==> config.mk <==
export PLATFORM = sky130hd
export DESIGN_NAME = single_port_memory_arbiter
export DESIGN_NICKNAME = d
export VERILOG_FILES = /design/src/rtl/single_port_memory_arbiter_pkg.sv /design/src/rtl/single_port_memory_arbiter_mem_read_latency_tracker.sv /design/src/rtl/single_port_memory_arbiter.sv
export SDC_FILE = /design/constraint.sdc
export NUM_CORES = 1
export LEC_CHECK = 0
export ABC_AREA = 1
export BUFFER_PORTS_ARGS = -buffer_cell sky130_fd_sc_hd__buf_2
export CAP_MARGIN = 20
export CORE_AREA = 5 5 101 103
export DETAILED_ROUTE_END_ITERATION = 10
export DIE_AREA = 0 0 106 108
export HOLD_SLACK_MARGIN = 0.08
export PLACE_DENSITY_LB_ADDON = 0.12
export SLEW_MARGIN = 15
export SYNTH_ARGS = -nofsm -noshare
export SYNTH_HDL_FRONTEND = slang
export SYNTH_SLANG_ARGS = --single-unit
==> constraint.sdc <==
create_clock -name clk -period 2.07 [get_ports clk]
set_clock_uncertainty 0.2 [all_clocks]
set_input_delay 0.207 -clock clk [delete_from_list [all_inputs] [get_ports clk]]
set_output_delay 0.207 -clock clk [all_outputs]
set_load 0.05 [all_outputs]
==> src/rtl/single_port_memory_arbiter_pkg.sv <==
// rtl/single_port_memory_arbiter_pkg.sv - shared encodings for the single-port memory arbiter
//
// Purpose: arbiter state and read-owner encodings, plus the latency counter type
// shared by the top level and the read latency tracker.
// Ports: none (package).
package single_port_memory_arbiter_pkg;

  // Arbiter FSM states
  localparam logic ARB_IDLE = 1'b0;
  localparam logic ARB_WAIT = 1'b1;

  // Owner of the outstanding read
  localparam logic ARB_OWNER_IF = 1'b0;
  localparam logic ARB_OWNER_D  = 1'b1;

  // READ_LATENCY is limited to 1..7, so the down-counter needs 3 bits
  localparam int LAT_CNT_W = 3;
  typedef logic [LAT_CNT_W-1:0] lat_cnt_t;

endpackage

==> src/rtl/single_port_memory_arbiter_mem_read_latency_tracker.sv <==
// rtl/single_port_memory_arbiter_mem_read_latency_tracker.sv - read latency counter and rvalid pulse
//
// Purpose: counts READ_LATENCY cycles after a read is issued and pulses the
// owner's rvalid in the cycle memory data is valid.
// Ports:
//   clk, rst_n   clock, asynchronous active-low reset
//   load         a read is issued this cycle (loads counter and owner)
//   load_owner   owner of the read being issued (ARB_OWNER_IF / ARB_OWNER_D)
//   active       arbiter is in WAIT
//   done         read data valid this cycle; arbiter returns to IDLE
//   if_rvalid    done, owned by instruction fetch
//   d_rvalid     done, owned by the data port
module mem_read_latency_tracker
  import single_port_memory_arbiter_pkg::*;
#(
  parameter int READ_LATENCY = 1
) (
  input  logic clk,
  input  logic rst_n,
  input  logic load,
  input  logic load_owner,
  input  logic active,
  output logic done,
  output logic if_rvalid,
  output logic d_rvalid
);

  lat_cnt_t cnt;
  logic     owner;

  always_ff @(posedge clk or negedge rst_n) begin
    if (!rst_n) begin
      cnt   <= '0;
      owner <= ARB_OWNER_IF;
    end else if (load) begin
      // The issue cycle itself is cycle 0, so WAIT starts at READ_LATENCY-1
      cnt   <= lat_cnt_t'(READ_LATENCY - 1);
      owner <= load_owner;
    end else if (active && cnt != '0) begin
      cnt <= cnt - lat_cnt_t'(1);
    end
  end

  assign done      = active && (cnt == '0);
  assign if_rvalid = done && (owner == ARB_OWNER_IF);
  assign d_rvalid  = done && (owner == ARB_OWNER_D);

endmodule

==> src/rtl/single_port_memory_arbiter.sv <==
// rtl/single_port_memory_arbiter.sv - shares one single-port memory between fetch and data
//
// Purpose: arbitrates fetch (IF) and data (D) requests onto one memory port,
// alternating on ties, with one read outstanding at a time.
// Ports:
//   clk, rst_n                       clock, asynchronous active-low reset
//   if_req/if_addr -> if_ack         fetch read request and acceptance
//   if_rvalid/if_rdata               fetched word
//   d_req/d_we/d_addr/d_wdata -> d_ack   data load/store request and acceptance
//   d_rvalid/d_rdata                 load data
//   mem_addr/mem_wdata/mem_we/mem_re memory command
//   mem_rdata                        memory read data, READ_LATENCY cycles after mem_re
module single_port_memory_arbiter
  import single_port_memory_arbiter_pkg::*;
#(
  parameter int ADDR_WIDTH   = 32,
  parameter int DATA_WIDTH   = 32,
  parameter int READ_LATENCY = 1
) (
  input  logic                  clk,
  input  logic                  rst_n,
  input  logic                  if_req,
  input  logic [ADDR_WIDTH-1:0] if_addr,
  output logic                  if_ack,
  output logic                  if_rvalid,
  output logic [DATA_WIDTH-1:0] if_rdata,
  input  logic                  d_req,
  input  logic                  d_we,
  input  logic [ADDR_WIDTH-1:0] d_addr,
  input  logic [DATA_WIDTH-1:0] d_wdata,
  output logic                  d_ack,
  output logic                  d_rvalid,
  output logic [DATA_WIDTH-1:0] d_rdata,
  output logic [ADDR_WIDTH-1:0] mem_addr,
  output logic [DATA_WIDTH-1:0] mem_wdata,
  output logic                  mem_we,
  output logic                  mem_re,
  input  logic [DATA_WIDTH-1:0] mem_rdata
);

  logic state;
  logic tie_d_first;
  logic grant_if;
  logic grant_d;
  logic issue_read;
  logic rd_done;
  logic if_rv;
  logic d_rv;

  // Grants are gated by rst_n so acks and memory strobes stay low while
  // reset is held, even with requests pending.
  always_comb begin
    grant_if = 1'b0;
    grant_d  = 1'b0;
    if (rst_n && state == ARB_IDLE) begin
      if (if_req && d_req) begin
        grant_d  = tie_d_first;
        grant_if = !tie_d_first;
      end else begin
        grant_d  = d_req;
        grant_if = if_req;
      end
    end
  end

  assign issue_read = grant_if || (grant_d && !d_we);

  assign if_ack    = grant_if;
  assign d_ack     = grant_d;
  assign mem_re    = issue_read;
  assign mem_we    = grant_d && d_we;
  assign mem_addr  = grant_d ? d_addr : (grant_if ? if_addr : '0);
  assign mem_wdata = grant_d ? d_wdata : '0;

  always_ff @(posedge clk or negedge rst_n) begin
    if (!rst_n) begin
      state <= ARB_IDLE;
    end else if (state == ARB_IDLE) begin
      // Stores complete on issue, so only reads leave IDLE
      if (issue_read) state <= ARB_WAIT;
    end else if (rd_done) begin
      state <= ARB_IDLE;
    end
  end

  // Fairness bit moves only when both sides competed for the grant
  always_ff @(posedge clk or negedge rst_n) begin
    if (!rst_n) begin
      tie_d_first <= 1'b1;
    end else if ((grant_if || grant_d) && if_req && d_req) begin
      tie_d_first <= !tie_d_first;
    end
  end

  mem_read_latency_tracker #(
    .READ_LATENCY(READ_LATENCY)
  ) u_tracker (
    .clk       (clk),
    .rst_n     (rst_n),
    .load      (issue_read),
    .load_owner(grant_d ? ARB_OWNER_D : ARB_OWNER_IF),
    .active    (state == ARB_WAIT),
    .done      (rd_done),
    .if_rvalid (if_rv),
    .d_rvalid  (d_rv)
  );

  assign if_rvalid = if_rv;
  assign d_rvalid  = d_rv;
  assign if_rdata  = if_rv ? mem_rdata : '0;
  assign d_rdata   = d_rv ? mem_rdata : '0;

endmodule

==> impl_summary.md <==
Power and ir drop
The worst vdd rail ir drop is 332.6 µV. The leakage component of the power is 2.383 nW. The total power consumption of the routed design is 3.204 mW.

The total power divided by cell area is 904.0 nW/µm².

Finish
The top cell types in the final layout, fill and taps aside, are buf_2 (143), nand2_1 (104), nor2_1 (77). The most common library cell in the layout ignoring fill and taps is buf_2. The fraction of layout cells with a size suffix above 1 is 52.75%. The count of nets after finishing is 718. The layout overhead on the synthesized area is 144.6%. In the final layout, the multi-input gates occupy 969.7 µm².

The number of antenna diodes in the final layout is 0. The final design area excluding fillers is 3545 µm². Summing all flip-flop and latch instances after layout gives 152.6 µm².

Fill cells in the final layout number 978. The final non-filler cell total is 693.

Detailed routing
Using the TritonRoute via totals, the vias-per-cell ratio works out to 3.934. The pre-antenna-repair detailed-routing pass consisted of 4 iterations. The routed wire length is 8.288 mm.

The first routing iteration left 85 violations. The routed length per instance is 11.96 µm. The number of routed nets with antenna violations is 0. For this run, design rule violations remaining after detail routing come to 0. The final route contains 2,726 vias.

Critical path
The classification of the worst setup path is reg2out. Data on the critical path arrives at its endpoint at 1.65 ns. The largest fanout on the critical path is 25. The endpoint kind of the worst setup timing path is an output port. The number of buffers and inverters on the critical path is 4. The critical path startpoint category is a flip-flop.

The critical path's slowest cell is dfrtp_1. The internal reg-to-reg setup slack is 0.65 ns. For this run, the slowest stage of the critical path takes 0.38 ns. For the worst setup path, the data required time is 1.66 ns.

Among cell families on the critical path, the largest total delay comes from buffers and inverters. Walking the worst path, the cells encountered are inv_1 -> ha_1 -> nand3_1 -> inv_2 -> nand2_4 -> buf_12 -> nor2_1 -> buf_6.

Placement
Routability-driven placement finished with a final weighted congestion of 0.8092. The worst slack at placement is 0.1005 ns. The count of buffers inserted at the top-level ports is 266.

The cell count after placement is 687. The post-detailed-placement cell area is 2868 µm². Detailed placement finished with a half-perimeter wire length of 6.714 mm.

Hold path
The tightest min-delay check is of the in2reg type.

Timing
Setup violations remaining at the end of the flow were counted as 0. The count of final hold-check violations was 0. The final count of pins violating max slew is 0. The clock period minus worst slack is 2.054 ns. Headroom to the max-slew limit came out at 82.79%. After layout, the worst path uses 99.22% of the clock period. Setup repair after global routing could not meet its margin everywhere.

The worst path setup slack after routing is 0.01617 ns. For the pin with the worst max-slew slack, the measured transition is 0.2599 ns. The highest clock rate is 0.4869 GHz.

Global route
Global routing consumed, over all layers together, 12.15% of the routing resources. The pin count of the biggest net entering global routing is 35. The first global-routing pass estimated 11.50 mm of wire.

The global route total overflow is 0. The initial antenna violation count is 0. The via count of the first global-routing pass is 2,558.

Yosys
The portion of synthesized cell area occupied by the leading cell type is 26.94%. The post-synth design cell area is 1449 µm². Averaged over all synthesized cells, the footprint is 4.528 µm².

The count of warnings emitted by yosys is 0. After synthesis, the cell types taking the most area are nand2_1 (27%), nor2_1 (26%), inv_1 (19%), dfrtp_1 (8.6%), buf_2 (3.1%). The cell taking the most area after synthesis is nand2_1. The netlist uses 20 different library cells. The synthesized design contains 6 register bits. The cell count after synthesis is 320. The net count after synthesis is 455.

The share of the Yosys chip area taken by registers is 10.45%.

Clocking
The root buffer cell chosen for the clock tree is clkbuf_8. The clock buffer count from CTS is 3. In this run the number of H-tree levels came out at 1.

The TritonCTS clock tree is built. After clock tree synthesis, the clock-pin slew on the worst setup and hold paths is 0.04 ns. The number of clock sinks is 6. The later pin in the worst-skew pair is clocked with a latency of 0.22 ns. The clock passes through at most 2 buffers.

Floorplan
Pin placement for this block handled 267 I/O pins. The total number of placement rows is 35. The overall die area is 11,450 µm². The floorplan step set the die height to 108 µm. The starting utilization of the core area is 15.91%. From left edge to right edge, the die measures 106 µm.

The core outline area is 9109 µm².

Run status
The run finished with clean final reports.

Run
The number of maximum-capacitance violations is 0.
-- timing repair --
action	4_1_cts	5_1_grt
endpoints found under the setup margin	64	123
hold endpoints to repair	7	0
resized for setup	48	211
hold buffers	2	0
cloned	0	0
pin swaps	0	1
setup buffers	0	0
-- state kept, by name, summed over array words and instances, names as in the netlist --
register / cells
state: 1
tie_d_first: 1
u_tracker.cnt: 3
u_tracker.owner: 1
-- final timing paths --
kind	start	endpoint	depth (start not counted)
worst min-delay path	d_req	tie_d_first	3
worst min register to register	tie_d_first	tie_d_first	2
worst max register to register	tie_d_first	u_tracker.cnt[0]	5
min in group asynchronous	rst_n	u_tracker.cnt[2]	3
worst max-delay path	u_tracker.cnt[0]	if_rdata[11]	8
max in group asynchronous	rst_n	tie_d_first	3
-- synthesized netlist by cell type --
cell type	n
nand3_1	4
nand3_4	1
buf_6	3
buf_2	9
inv_2	2
o21ai_0	1
nand3_2	1
inv_1	75
clkinv_2	1
nand2_1	104
nand2_2	2
xor2_1	2
buf_4	3
a21oi_1	1
nor2_1	100
dfrtp_1	5
ha_1	2
nor2_4	1
nand4_1	2
dfstp_2	1
-- worst register-to-register path: stages, from the launching register on --
cell     delay (ns)
dfstp_2        0.52
inv_1          0.05
nand2_1        0.13
nand4_1        0.17
nand2_1        0.17
nor2_1         0.06
-- area by class of cell --
| cell class | instances | share of cell area [%] |
|---|---|---|
| inverters | 78 | 8.613 |
| well taps | 111 | 3.918 |
| clock buffers | 4 | 1.271 |
| multi-input cells | 221 | 27.36 |
| repair buffers | 273 | 54.54 |
| flip-flops and latches | 6 | 4.306 |
-- kinds of logic after synthesis --
kind of cell / Yosys count / synth area share, %
fa+ha+maj: 2 / 1.727
xor+xnor: 2 / 1.209
flops: 6 / 10.45
compound gates: 2 / 0.6902
buf+inv: 93 / 27.29
simple gates: 215 / 58.64
-- metal layers --
| metal | vias up | wire [µm] | track usage (%) |
|---|---|---|---|
| li1 | 1406 | - | - |
| met1 | 1158 | 2689 | 10.88 |
| met2 | 154 | 4575 | 25.00 |
| met3 | 8 | 912 | 4.478 |
| met4 | 0 | 110 | 3.700 |
| met5 | - | 0 | 0 |
-- power breakdown --
| part | switching [mW] | internal (mW) |
|---|---|---|
| clock | 0.0540 | 0.133 |
| combinational | 1.97 | 0.824 |
| sequential | 0.0395 | 0.182 |
-- metrics by stage --
stage                     hold WS [ns]  TNS, ns  util, %
after floorplan                -0.2886        0        -
after global placement        -0.07631        0    31.48
after global routing            0.1171  -0.8436    38.91
after CTS                       0.1013        0    33.54
after detailed placement      -0.07816        0    31.48
final                           0.1032        0    38.91
(Power assumes the default switching activity.)
